--- src/rtl/plru_victim_alloc.sv ---
// Victim selection and allocate/fill handshake around a PLRU; owns the per-entry valid bits.
// Optional build macro VICTIM_ALLOC_INVALID_FIRST_EN prefers the lowest-index invalid entry as victim.
module plru_victim_alloc #(
  parameter int ENTRY_COUNT = 4
) (
  input  logic                   clk,
  input  logic                   rst,
  input  logic                   hit_valid_i,
  input  logic [ENTRY_COUNT-1:0] hit_mask_i,
  input  logic                   alloc_req_i,
  output logic                   alloc_gnt_o,
  output logic [ENTRY_COUNT-1:0] alloc_mask_o,
  input  logic                   fill_done_i,
  input  logic                   inval_i,
  input  logic [ENTRY_COUNT-1:0] inval_mask_i,
  input  logic                   flush_i,
  input  logic [ENTRY_COUNT-1:0] plru_mask_i,
  output logic [ENTRY_COUNT-1:0] access_mask_o,
  output logic [ENTRY_COUNT-1:0] valid_mask_o,
  output logic                   busy_o
);

  localparam logic [ENTRY_COUNT-1:0] ENTRY0_MASK = {{(ENTRY_COUNT-1){1'b0}}, 1'b1};

  typedef enum logic [0:0] {
    ST_IDLE = 1'b0,
    ST_FILL = 1'b1
  } state_t;

  state_t                 state_r;
  logic [ENTRY_COUNT-1:0] valid_r;
  logic                   alloc_gnt_r;
  logic [ENTRY_COUNT-1:0] alloc_mask_r;
  logic [ENTRY_COUNT-1:0] access_mask_r;
  logic                   busy_r;

  logic [ENTRY_COUNT-1:0] plru_pick_s;
  logic [ENTRY_COUNT-1:0] victim_s;
  logic [ENTRY_COUNT-1:0] inval_clr_s;
  logic                   hit_ok_s;
`ifdef VICTIM_ALLOC_INVALID_FIRST_EN
  logic [ENTRY_COUNT-1:0] free_pick_s;
`endif

  function automatic logic is_onehot(input logic [ENTRY_COUNT-1:0] m);
    return (m != '0) && ((m & (m - ENTRY0_MASK)) == '0);
  endfunction

  function automatic logic [ENTRY_COUNT-1:0] lowest_invalid(input logic [ENTRY_COUNT-1:0] v);
    logic [ENTRY_COUNT-1:0] sel;
    sel = '0;
    for (int i = ENTRY_COUNT - 1; i >= 0; i--) begin
      if (!v[i]) begin
        sel    = '0;
        sel[i] = 1'b1;
      end
    end
    return sel;
  endfunction

  // Victim choice, qualified hit and invalidate mask for the current cycle
  always_comb begin
    plru_pick_s = is_onehot(plru_mask_i) ? plru_mask_i : ENTRY0_MASK;
`ifdef VICTIM_ALLOC_INVALID_FIRST_EN
    free_pick_s = lowest_invalid(valid_r);
    if (free_pick_s != '0) begin
      victim_s = free_pick_s;
    end else begin
      victim_s = plru_pick_s;
    end
`else
    victim_s = plru_pick_s;
`endif
    hit_ok_s    = hit_valid_i && ((hit_mask_i & valid_r) != '0);
    inval_clr_s = inval_i ? inval_mask_i : '0;
  end

  // Allocation FSM with all outputs registered
  always_ff @(posedge clk or posedge rst) begin
    if (rst) begin
      state_r       <= ST_IDLE;
      valid_r       <= '0;
      alloc_gnt_r   <= 1'b0;
      alloc_mask_r  <= '0;
      access_mask_r <= '0;
      busy_r        <= 1'b0;
    end else if (flush_i) begin
      state_r       <= ST_IDLE;
      valid_r       <= '0;
      alloc_gnt_r   <= 1'b0;
      alloc_mask_r  <= '0;
      access_mask_r <= '0;
      busy_r        <= 1'b0;
    end else begin
      case (state_r)
        ST_IDLE: begin
          access_mask_r <= hit_ok_s ? hit_mask_i : '0;
          if (alloc_req_i) begin
            // victim loses its valid bit so it cannot hit mid-replacement
            state_r      <= ST_FILL;
            alloc_gnt_r  <= 1'b1;
            alloc_mask_r <= victim_s;
            busy_r       <= 1'b1;
            valid_r      <= valid_r & ~victim_s & ~inval_clr_s;
          end else begin
            alloc_gnt_r  <= 1'b0;
            alloc_mask_r <= '0;
            busy_r       <= 1'b0;
            valid_r      <= valid_r & ~inval_clr_s;
          end
        end
        ST_FILL: begin
          alloc_gnt_r <= 1'b0;
          if (fill_done_i) begin
            // fill beats a same-cycle hit; invalidate beats the fill's set
            state_r       <= ST_IDLE;
            alloc_mask_r  <= '0;
            busy_r        <= 1'b0;
            access_mask_r <= alloc_mask_r;
            valid_r       <= (valid_r | alloc_mask_r) & ~inval_clr_s;
          end else begin
            access_mask_r <= hit_ok_s ? hit_mask_i : '0;
            valid_r       <= valid_r & ~inval_clr_s;
          end
        end
        default: begin
          state_r       <= ST_IDLE;
          valid_r       <= '0;
          alloc_gnt_r   <= 1'b0;
          alloc_mask_r  <= '0;
          access_mask_r <= '0;
          busy_r        <= 1'b0;
        end
      endcase
    end
  end

  assign alloc_gnt_o   = alloc_gnt_r;
  assign alloc_mask_o  = alloc_mask_r;
  assign access_mask_o = access_mask_r;
  assign valid_mask_o  = valid_r;
  assign busy_o        = busy_r;

endmodule

--- config.mk ---
export PLATFORM = sky130hd
export DESIGN_NAME = plru_victim_alloc
export DESIGN_NICKNAME = d
export VERILOG_FILES = /design/src/rtl/plru_victim_alloc.sv
export SDC_FILE = /design/constraint.sdc
export NUM_CORES = 1
export LEC_CHECK = 0
export BUFFER_PORTS_ARGS = -buffer_cell sky130_fd_sc_hd__buf_2
export CAP_MARGIN = 25
export CORE_UTILIZATION = 46
export CTS_BUF_LIST = sky130_fd_sc_hd__clkbuf_2
export DETAILED_ROUTE_END_ITERATION = 7
export GPL_ROUTABILITY_DRIVEN = 0
export PLACE_DENSITY_LB_ADDON = 0.05
export SLEW_MARGIN = 20
export SYNTH_ARGS = -nofsm -noshare
export SYNTH_HDL_FRONTEND = slang
export SYNTH_SLANG_ARGS = --single-unit
--- constraint.sdc ---
create_clock -name clk -period 1.6 [get_ports clk]
set_input_delay 0.32 -clock clk [delete_from_list [all_inputs] [get_ports clk]]
set_output_delay 0.32 -clock clk [all_outputs]
set_load 0.005 [all_outputs]
==> qor.csv <==
metric,value,unit
vias after detailed routing,609,
CTS clock-pin slew for the worst setup and hold paths,150,ps
element type at the critical path start,flip-flop,
number of buffers on the longest clock path,2,
routed via count divided by cell count,5.389,
wire length of the first global-routing pass,2139,um
minimum setup slack in the final design,304.6,ps
number of buffers inserted for hold repair after clock tree synthesis,0,
num rows,13,
fraction of power consumed by the clock network,28.3,%
sequential share of the synthesized area,53.96,%
I/O Buffers,32,
setup repair after global routing missed its margin,no,
switch share,25.91,%
Switch Pwr,170.7,uW
number of library cell types mapped by synthesis,23,
clock tree from TritonCTS,built,
share of post-route cells with drive strength above 1,39.80,%
final critical delay including setup and external delays,1295,ps
number of maximum-capacitance violations,0,
effective utilization at floorplan,51.53,%
final setup violating endpoints,0,
DR iter-0 viols,4,
warnings from Yosys,0,
Area Growth Syn to Fin,28.06,%
sum of negative setup slack,0,ps
Final Max Tran Viols,0,
total internal power,488.0,uW
CTS-repair resized insts,0,
net count of the mapped netlist,82,
clock sinks,15,
synthesized instance count,63,
number of standard cells in the final layout excluding fillers,113,
endpoint arrival time on the critical path,1520,ps
drt first pass iters,4,
Worst Tran Pin Value,550.1,ps
count of antenna diodes in the layout,0,
final routed wirelength across all metal layers,1468,um
worst slack after detailed placement,240.3,ps
number of global-route vias before repair,510,
H-tree depth reported by CTS,1,
number of hold violations in the final report,0,
Avg Inst Size Synth,11.04,um2
crit path kind,reg -> reg,
initial antenna violation count,0,
"Power, Total",658.7,uW
average routed wire per standard cell,12.99,um
static leakage,0.0004955,uW
worst clock skew on the final layout,7.708,ps
# fillers,113,
number of ports placed on the die boundary,33,
"commonest cells after routing, fill and taps aside","buf_2 (32), dfrtp_1 (15), a21oi_1 (9)",
final-stage net count,118,
global router's overall resource usage,20.34,%
maximum clock frequency,771.9,MHz
final worst path period share,80.96,%
kind of path behind the tightest hold check,in -> async,
synthesis-stage register bit count,15,
highest net fanout along the worst path,6,
relative contribution of sequential cells to total power,59.6,%
headroom to the max-slew limit,63.29,%
post-detail-place hpwl,1142,um
# placed instances,109,
# Post-CTS Setup Buffers,0,
# DRC,0,
PwrDens,739.3,mW/mm2
Critical Path End Type,flip-flop,
Core Footprint,0.001350,mm2
CP required,1820,ps
root cell of the clock tree,clkbuf_2,
post-synthesis instance area,695.7,um2
die height,40.89,um
combinational cell fraction of total power,12.1,%
area of the die,0.001672,mm2
remaining antenna violation count,0,
"Remaining Overflow, GRT",0,
Worst-Skew Late Latency,280,ps
VDD IR max,0.0004974,V
most common library cell in the layout ignoring fill and taps,buf_2,
Die W,40.89,um
largest net degree at the start of global routing,16,
outcome,finished clean,
CTS Buf Count,3,
==> cell type report <==
cell class,instances,area (um2),area share (%)
clock buffer,4,20.02,2.247
timing repair buffer,32,160.2,17.98
tap,15,18.77,2.107
multi-input combinational,44,305.3,34.27
inverter,3,11.26,1.264
sequential,15,375.4,42.13
==> final timing paths <==
kind                                     from                         end  slack (ps)  cells past startpoint
min in group clk              inval_mask_i[2]   valid_mask_o[2]$_DFF_PP0_         220                      2
setup / recovery            state_r$_DFF_PP0_  access_mask_o[2]$_DFF_PP0_         300                      3
hold / removal                            rst  access_mask_o[1]$_DFF_PP0_          50                      2
setup reg to reg            state_r$_DFF_PP0_  access_mask_o[2]$_DFF_PP0_         300                      3
max in group asynchronous                 rst           state_r$_DFF_PP0_        1180                      2
hold reg to reg            busy_o$_DFFE_PP0P_          busy_o$_DFFE_PP0P_         540                      2
==> synth_stat cells <==
cell type / instances / area, um2
dfrtp_1: 15 / 375.4
a21oi_1: 9 / 45.04
nand2_1: 5 / 18.77
a22o_1: 4 / 35.03
a21o_1: 3 / 22.52
and3_1: 3 / 18.77
inv_1: 3 / 11.26
a22oi_1: 2 / 15.01
nand3b_1: 2 / 15.01
nor2_1: 2 / 7.510
nor2b_1: 2 / 12.51
nor4b_1: 2 / 17.52
a2111oi_0: 1 / 8.760
a2111oi_4: 1 / 27.53
a211o_1: 1 / 8.760
a21oi_2: 1 / 8.760
and2_4: 1 / 8.760
clkbuf_1: 1 / 3.750
nand2b_1: 1 / 6.260
nor3_1: 1 / 5.000
or3_1: 1 / 6.260
or3b_1: 1 / 8.760
xor2_1: 1 / 8.760
==> registers in the layout, indices dropped and copies added (netlist names) <==
| register | count |
|---|---|
| access_mask_o | 4 |
| alloc_gnt_o | 1 |
| alloc_mask_o | 4 |
| busy_o | 1 |
| state_r | 1 |
| valid_mask_o | 4 |
==> metal layers <==
layer	global-route usage (%)	vias up	wire length, um
li1	-	303	-
met1	25.09	283	654
met2	32.81	21	712
met3	3.261	2	83
met4	12.50	0	17
met5	0	-	0
==> critical path: stages, from the launching register on <==
cell       delay, ps
dfrtp_1          440
and2_4           200
a2111oi_4        410
a22o_1           200
==> power groups by stage <==
stage	combinational (uW)	clock [uW]	sequential [uW]
6_report	79.9	186	392
5_1_grt	90.6	203	394
4_1_cts	80.9	192	392
3_5_place_dp	80.9	0	399
3_3_place_gp	79.6	0	399
2_1_floorplan	36.7	0	399
==> kinds of logic (layout without fill, tap and decap cells) <==
group	count (synthesis)	after routing	share of synthesized area [%]
buffers and inverters	4	39	2.158
flip-flops	15	15	53.96
AND/OR/NAND/NOR	21	21	17.99
AO/OA/AOI/OAI	22	22	24.64
XOR/XNOR	1	1	1.259
==> metrics by stage <==
stage	hold slack [ps]	utilization (%)	area [um2]
global route	106.9	65.99	890.9
floorplan	221.5	-	695.7
detailed placement	400.0	64.50	870.8
global placement	395.8	64.50	870.8
CTS	70.96	65.99	890.9
finish	53.70	65.99	890.9
Note: power is estimated with default switching activity, not from simulation.
